$ cat src/rtl/neuron_mac.sv
// Sequential multiply-accumulate neuron on a parametrised {sgn, exp, man} float format.
// Beats flow through three registers: operand capture, multiply, accumulate.
// The frame result is then held on a valid/ready output until it is taken.
module neuron_mac #(
    parameter int unsigned EXP_W = 8,
    parameter int unsigned MAN_W = 23,
    parameter int unsigned CNT_W = 10
) (
    input  logic                   clk,
    input  logic                   reset,
    input  logic                   relu_en,
    input  logic [EXP_W+MAN_W:0]   bias,
    input  logic                   in_valid,
    output logic                   in_ready,
    input  logic                   in_first,
    input  logic                   in_last,
    input  logic [EXP_W+MAN_W:0]   data,
    input  logic [EXP_W+MAN_W:0]   tap,
    output logic                   out_valid,
    input  logic                   out_ready,
    output logic [EXP_W+MAN_W:0]   out,
    output logic [CNT_W-1:0]       tap_count,
    output logic                   proto_err
);

    localparam int FW   = 1 + EXP_W + MAN_W;
    localparam int BIAS = (1 << (EXP_W - 1)) - 1;
    localparam int EMAX = (1 << EXP_W) - 2;
    // Aligned magnitude: hidden bit, mantissa, MAN_W guard/sticky bits below.
    localparam int AW   = 2 * MAN_W + 1;
    localparam logic [EXP_W-1:0] EXP_SAT = {{(EXP_W - 1){1'b1}}, 1'b0};

    typedef enum logic [1:0] {StIdle, StAcc, StDrain, StHold} state_e;

    // Apply saturation on overflow and flush-to-zero on underflow.
    function automatic logic [FW-1:0] pack(input logic s, input int e, input logic [MAN_W-1:0] m);
        if (e > EMAX) return {s, EXP_SAT, {MAN_W{1'b1}}};
        if (e <= 0) return '0;
        return {s, e[EXP_W-1:0], m};
    endfunction

    // Float multiply, round half-up; a zero-exponent operand yields a zero product.
    function automatic logic [FW-1:0] fmul(input logic [FW-1:0] a, input logic [FW-1:0] b);
        logic               s;
        logic [EXP_W-1:0]   ea, eb;
        logic [2*MAN_W+1:0] ma, mb;
        logic [MAN_W+2:0]   top;
        logic [MAN_W-1:0]   f;
        logic               rb;
        logic [MAN_W:0]     fr;
        int                 e;
        s  = a[FW-1] ^ b[FW-1];
        ea = a[FW-2 -: EXP_W];
        eb = b[FW-2 -: EXP_W];
        if (ea == '0 || eb == '0) return {s, {(FW - 1){1'b0}}};
        ma  = {{(MAN_W + 1){1'b0}}, 1'b1, a[MAN_W-1:0]};
        mb  = {{(MAN_W + 1){1'b0}}, 1'b1, b[MAN_W-1:0]};
        // Keep only the hidden-bit region plus the round bit of the full product.
        top = (MAN_W + 3)'((ma * mb) >> (MAN_W - 1));
        e   = int'(ea) + int'(eb) - BIAS;
        if (top[MAN_W+2]) begin
            f  = top[MAN_W+1:2];
            rb = top[1];
            e  = e + 1;
        end else begin
            f  = top[MAN_W:1];
            rb = top[0];
        end
        fr = {1'b0, f} + {{MAN_W{1'b0}}, rb};
        if (fr[MAN_W]) e = e + 1;
        return pack(s, e, fr[MAN_W-1:0]);
    endfunction

    // Float add: align, two's-complement sum, leading-one renormalise, round to nearest even.
    function automatic logic [FW-1:0] fadd(input logic [FW-1:0] a, input logic [FW-1:0] b);
        logic [AW-1:0]          ma, mb, mbig, msml, mask;
        logic                   sbig, ssml, st, sg, rnd;
        logic signed [AW+1:0]   vb, vs, sum;
        logic [AW+1:0]          mag, norm;
        logic [MAN_W:0]         fr;
        int                     ea, eb, eg, d, p, e;
        ea = int'(a[FW-2 -: EXP_W]);
        eb = int'(b[FW-2 -: EXP_W]);
        ma = (ea == 0) ? '0 : {1'b1, a[MAN_W-1:0], {MAN_W{1'b0}}};
        mb = (eb == 0) ? '0 : {1'b1, b[MAN_W-1:0], {MAN_W{1'b0}}};
        if (ea >= eb) begin
            mbig = ma; sbig = a[FW-1]; msml = mb; ssml = b[FW-1]; eg = ea; d = ea - eb;
        end else begin
            mbig = mb; sbig = b[FW-1]; msml = ma; ssml = a[FW-1]; eg = eb; d = eb - ea;
        end
        if (d >= AW) begin
            st   = |msml;
            msml = '0;
        end else begin
            mask = ~({AW{1'b1}} << d);
            st   = |(msml & mask);
            msml = msml >> d;
        end
        msml[0] = msml[0] | st;
        vb = $signed({2'b00, mbig});
        vs = $signed({2'b00, msml});
        if (sbig) vb = -vb;
        if (ssml) vs = -vs;
        sum = vb + vs;
        sg  = sum[AW+1];
        mag = sg ? $unsigned(-sum) : $unsigned(sum);
        p = 0;
        for (int i = 0; i < AW + 2; i++) begin
            if (mag[i]) p = i;
        end
        norm = mag << (AW + 1 - p);
        // No leading one means exact cancellation (or two zeros): result is +0.
        if (!norm[AW+1]) return '0;
        e   = eg + p - (AW - 1);
        rnd = norm[MAN_W+1] & ((|norm[MAN_W:0]) | norm[MAN_W+2]);
        fr  = {1'b0, norm[AW -: MAN_W]} + {{MAN_W{1'b0}}, rnd};
        if (fr[MAN_W]) e = e + 1;
        return pack(sg, e, fr[MAN_W-1:0]);
    endfunction

    state_e           state_q;
    logic             accept, take;
    logic             op_v_q, op_first_q, op_last_q;
    logic [FW-1:0]    a_q, b_q, bias_q, prod_q, acc_q, out_q;
    logic             prod_v_q, prod_first_q, prod_last_q, done_q, relu_q;
    logic [CNT_W-1:0] count_q, tap_count_q;
    logic             out_valid_q, proto_err_q;

    assign in_ready  = (state_q == StIdle) || (state_q == StAcc);
    assign accept    = in_valid & in_ready;
    // Beats outside a frame are dropped; they never enter the pipeline.
    assign take      = accept & (in_first | (state_q == StAcc));
    assign out       = out_q;
    assign out_valid = out_valid_q;
    assign tap_count = tap_count_q;
    assign proto_err = proto_err_q;

    // Datapath: operand capture, multiply, accumulate and beat counting.
    always_ff @(posedge clk or posedge reset) begin
        if (reset) begin
            op_v_q       <= 1'b0;
            op_first_q   <= 1'b0;
            op_last_q    <= 1'b0;
            a_q          <= '0;
            b_q          <= '0;
            bias_q       <= '0;
            relu_q       <= 1'b0;
            prod_v_q     <= 1'b0;
            prod_first_q <= 1'b0;
            prod_last_q  <= 1'b0;
            prod_q       <= '0;
            acc_q        <= '0;
            done_q       <= 1'b0;
            count_q      <= '0;
        end else begin
            op_v_q       <= take;
            op_first_q   <= in_first;
            op_last_q    <= in_last;
            if (take) begin
                a_q <= data;
                b_q <= tap;
                if (in_first) begin
                    bias_q  <= bias;
                    relu_q  <= relu_en;
                    count_q <= CNT_W'(1);
                end else if (count_q != '1) begin
                    count_q <= count_q + CNT_W'(1);
                end
            end
            prod_v_q     <= op_v_q;
            prod_first_q <= op_first_q;
            prod_last_q  <= op_last_q;
            if (op_v_q) prod_q <= fmul(a_q, b_q);
            if (prod_v_q) acc_q <= fadd(prod_first_q ? bias_q : acc_q, prod_q);
            done_q       <= prod_v_q & prod_last_q;
        end
    end

    // Frame control FSM with registered result, count and error flag.
    always_ff @(posedge clk or posedge reset) begin
        if (reset) begin
            state_q     <= StIdle;
            out_q       <= '0;
            out_valid_q <= 1'b0;
            tap_count_q <= '0;
            proto_err_q <= 1'b0;
        end else begin
            case (state_q)
                StIdle: begin
                    if (accept) begin
                        if (!in_first)    proto_err_q <= 1'b1;
                        else if (in_last) state_q     <= StDrain;
                        else              state_q     <= StAcc;
                    end
                end
                StAcc: begin
                    if (accept) begin
                        if (in_first) proto_err_q <= 1'b1;
                        if (in_last)  state_q     <= StDrain;
                    end
                end
                StDrain: begin
                    if (done_q) begin
                        state_q     <= StHold;
                        out_q       <= (relu_q && acc_q[FW-1]) ? '0 : acc_q;
                        out_valid_q <= 1'b1;
                        tap_count_q <= count_q;
                    end
                end
                StHold: begin
                    if (out_ready) begin
                        state_q     <= StIdle;
                        out_valid_q <= 1'b0;
                    end
                end
                default: state_q <= StIdle;
            endcase
        end
    end

endmodule
$ cat config.mk
export PLATFORM = sky130hd
export DESIGN_NAME = neuron_mac
export DESIGN_NICKNAME = d
export VERILOG_FILES = /design/src/rtl/neuron_mac.sv
export SDC_FILE = /design/constraint.sdc
export NUM_CORES = 2
export LEC_CHECK = 0
export ABC_AREA = 1
export CAP_MARGIN = 10
export CORE_MARGIN = 8
export CORE_UTILIZATION = 50
export DETAILED_ROUTE_END_ITERATION = 6
export PLACE_DENSITY = 0.66
export REMOVE_ABC_BUFFERS = 1
export SLEW_MARGIN = 5
export SYNTH_ARGS = -nofsm -noshare
export SYNTH_HDL_FRONTEND = slang
export SYNTH_SLANG_ARGS = --single-unit
$ cat constraint.sdc
create_clock -name clk -period 13.7 [get_ports clk]
set_input_delay 1.37 -clock clk [delete_from_list [all_inputs] [get_ports clk]]
set_output_delay 1.37 -clock clk [all_outputs]
set_load 0.02 [all_outputs]
==> out/summary.log <==
[yosys] area share of the leading cell type in the synthesized netlist 22.7%
[place] detailed placer's ending HPWL 116000 um
[status] failing checks DRC
[critical_path] cell occurring most often along the worst timing path sky130_fd_sc_hd__nand2_1
[sta] clk_skew 0.0310 ns
[clock_tree] Inserted Clock Buffers 27
[finish] fin util 58.4%
[floorplanning] standard-cell row count 107
[sta] number of hold-slack violations in the final timing report 0
[floorplanning] io pins 148
[min_path] type of the most critical hold path flip-flop to flip-flop
[clock_tree] H-Tree Depth 1
[critical_path] endpoint class of the critical path flip-flop
[routing] Initial DRT Pass Iterations 7
[routing] residual antenna-violating net count after detailed routing 0
[sta] sum of negative setup slack 0 ns
[finish] FILL cells 8360
[critical_path] Crit path required time 14.17 ns
[finish] diodes inserted 0
[sta] hold_ws 0.354 ns
[place] placer congestion estimate 1.00
[sta] timing-limited maximum frequency 75.8 MHz
[floorplanning] Chip Height 309 um
[yosys] mean post-synth cell area 6.68 um^2
[critical_path] Arrival @ worst endpoint 13.65 ns
[yosys] cell type with the largest total area after synthesis sky130_fd_sc_hd__fa_1
[place] Buffers on Ports 147
[grt] total congestion overflow 0
[floorplanning] initial core utilization 50.4%
[sta] measured slew at the worst slew-check pin 1.15 ns
[critical_path] crit path buf inv count 16
[sta] count of final setup violators 0
[sta] part of the cycle the worst path needs 96.2%
[floorplanning] die boundary width 309 um
[routing] WL/cell 17.8 um
[clock_tree] hold bufs inserted after CTS 0
[yosys] count of distinct cell types in the synthesized netlist 66
[yosys] Most used DFF post-synth sky130_fd_sc_hd__dfrtp_1
[critical_path] Max stage delay cell, worst path sky130_fd_sc_hd__dfrtp_2
[yosys] share of synthesized flip-flops with an asynchronous set or reset 100%
[finish] NumNets Final 7598
[grt] Overall Global Routing Usage 29.3%
[yosys] Synthesis Warnings 0
[clock_tree] clock sinks 224
[critical_path] crit path kind flip-flop to flip-flop
[sta] relative slew slack 23.0%
[grt] global-route wire length before repair 226000 um
[finish] share of layout cells above drive strength 1 10.8%
[clock_tree] root buffer selected by CTS sky130_fd_sc_hd__clkbuf_16
[yosys] combined area of all synthesized cells 42800 um^2
[routing] DRC 4
[yosys] instance count of the mapped netlist 6411
[yosys] Seq/Total Area, Yosys 13.1%
[grt] antenna violations before repair 0
[finish] synth-to-layout area growth 15.9%
[grt] number of global-route vias before repair 41400
[yosys] number of flops mapped to enable cells by yosys 0
[flow_run] Maximum Capacitance Violations 0
[clock_tree] CTS max path bufs 3
[routing] Total Wirelength 141000 um
[sta] unrepaired setup endpoints after global routing true
[grt] largest net degree at the start of global routing 116
[sta] count of final max-slew check failures 0
[yosys] Synth Register Bits 224
[routing] routed via count 42200
[critical_path] highest net fanout along the worst path 30
[clock_tree] clock latency reported for the late side of the worst-skew pair 0.60 ns
[routing] Iter 0 DRT Violations 3729
[floorplanning] core area 85000 um^2
[critical_path] family with the most delay on the worst path simple AND/OR/NAND/NOR gates
[sta] crit path time final 13.18 ns
[critical_path] Setup crit start kind flip-flop
[clock_tree] TritonCTS clock tree yes
[clock_tree] clock input transition at the sequential cells of the worst setup and hold paths 0.07 ns
[routing] via density per instance 5.33
[yosys] largest cells by area after synthesis sky130_fd_sc_hd__fa_1 23%, sky130_fd_sc_hd__nand2_1 18%, sky130_fd_sc_hd__dfrtp_1 13%
[critical_path] highest cell delay on the worst timing path 0.46 ns
[status] run status complete, but fails checks
[floorplanning] overall die area 95300 um^2
cell type report:
class / instances / area [um^2] / share of cell area [%]
clock buffer: 32 / 724 / 1.46
clock inverter: 18 / 220 / 0.444
inverter: 1128 / 4250 / 8.56
multi-input combinational: 4778 / 32300 / 65.1
sequential: 224 / 5610 / 11.3
tap: 1144 / 1430 / 2.88
timing repair buffer: 585 / 5090 / 10.3
timing repair inverter: 1 / 7.51 / 0.0151
kinds of logic (layout without fill, tap and decap cells):
family	after synthesis	count (layout)	synth area share, %
buffers and inverters	1409	1764	13.1
DFF	224	224	13.1
and+or+nand+nor	3359	3359	32.9
adders and majority gates	750	750	30.4
muxes	2	2	0.0467
xor gates and xnor gates	231	231	4.76
AOI/OAI and AO/OA	436	436	5.66
registers in the layout (all words and copies together), names as in the netlist, 2 cells and up:
signal,cells
tap_count,10
a_q,32
out,32
state_q,2
count_q,10
acc_q,32
bias_q,32
b_q,32
prod_q,32
Yosys cell counts, types with 21 or more instances:
| cell | n |
|---|---|
| sky130_fd_sc_hd__o21ai_0 | 185 |
| sky130_fd_sc_hd__nand2_1 | 2071 |
| sky130_fd_sc_hd__nand3_1 | 746 |
| sky130_fd_sc_hd__o21ai_1 | 21 |
| sky130_fd_sc_hd__a21oi_1 | 139 |
| sky130_fd_sc_hd__buf_4 | 42 |
| sky130_fd_sc_hd__xnor2_1 | 57 |
| sky130_fd_sc_hd__xor2_1 | 172 |
| sky130_fd_sc_hd__nor3_1 | 58 |
| sky130_fd_sc_hd__nor2_1 | 332 |
| sky130_fd_sc_hd__dfrtp_1 | 224 |
| sky130_fd_sc_hd__inv_1 | 1099 |
| sky130_fd_sc_hd__buf_2 | 60 |
| sky130_fd_sc_hd__nand4_1 | 49 |
| sky130_fd_sc_hd__fa_1 | 486 |
| sky130_fd_sc_hd__ha_1 | 264 |
| sky130_fd_sc_hd__clkbuf_1 | 151 |
worst register-to-register path, delay by kind of cell, from the launching register on:
| kind | cells | cell delay (ns) |
|---|---|---|
| AO/OA/AOI/OAI | 14 | 1.61 |
| flip-flops | 1 | 0.46 |
| AND/OR/NAND/NOR | 90 | 7.50 |
| XOR/XNOR | 3 | 0.54 |
| adder cells (fa/ha/maj) | 3 | 0.82 |
| buffers and inverters | 16 | 2.19 |
cell usage in the layout, fill, tap and decap left out, drive strengths merged, types with 35 or more instances in the layout:
master	n
xnor2	57
a21oi	141
nor2	355
clkbuf	35
inv	1128
nand2	2088
nand4	50
nor3	60
fa	486
dfrtp	224
nand3	748
xor2	174
buf	435
o21ai	206
clkdlybuf4s50	147
ha	264
path summary, 6_finish.rpt:
path | start | to | slack [ns] | cells after the start
worst max-delay path | prod_first_q$_DFF_PP0_ | acc_q[28]$_DFFE_PP0P_ | 0.52 | 126
worst min-delay path | op_last_q$_DFF_PP0_ | prod_last_q$_DFF_PP0_ | 0.35 | 0
worst max register to register | prod_first_q$_DFF_PP0_ | acc_q[28]$_DFFE_PP0P_ | 0.52 | 126
worst min register to register | op_last_q$_DFF_PP0_ | prod_last_q$_DFF_PP0_ | 0.35 | 0
max in group asynchronous | reset | b_q[10]$_DFFE_PP0P_ | 11.04 | 3
min in group asynchronous | reset | count_q[3]$_DFFE_PP0P_ | 1.31 | 2
per-stage QoR:
step                      instances  setup WS (ns)  cell area [um^2]
after floorplan                6130          -4.00             41500
after global placement         7842          0.128             47800
after detailed placement       7842         0.0885             47800
after CTS                      7892         0.0234             48700
after global routing           7910         -0.700             49700
final                          7910          0.516             49700
what timing repair did:
item / CTS / global route
gates resized for setup: 0 / 187
endpoints found under the setup margin: 0 / 59
endpoints found under the hold margin: 0 / 0
buffers inserted: 0 / 13
metal layers:
layer	vias to the layer above	share of wire [%]	GRT usage, %
li1	20400	-	-
met2	1484	47	48.8
met4	0	3.8	9.58
met3	247	5.9	2.55
met5	-	0	0
met1	20100	44	40.2
Power is left out: the tool's default activity adds up to more than one toggle a clock period on the data nets, which glitch-free logic cannot reach.
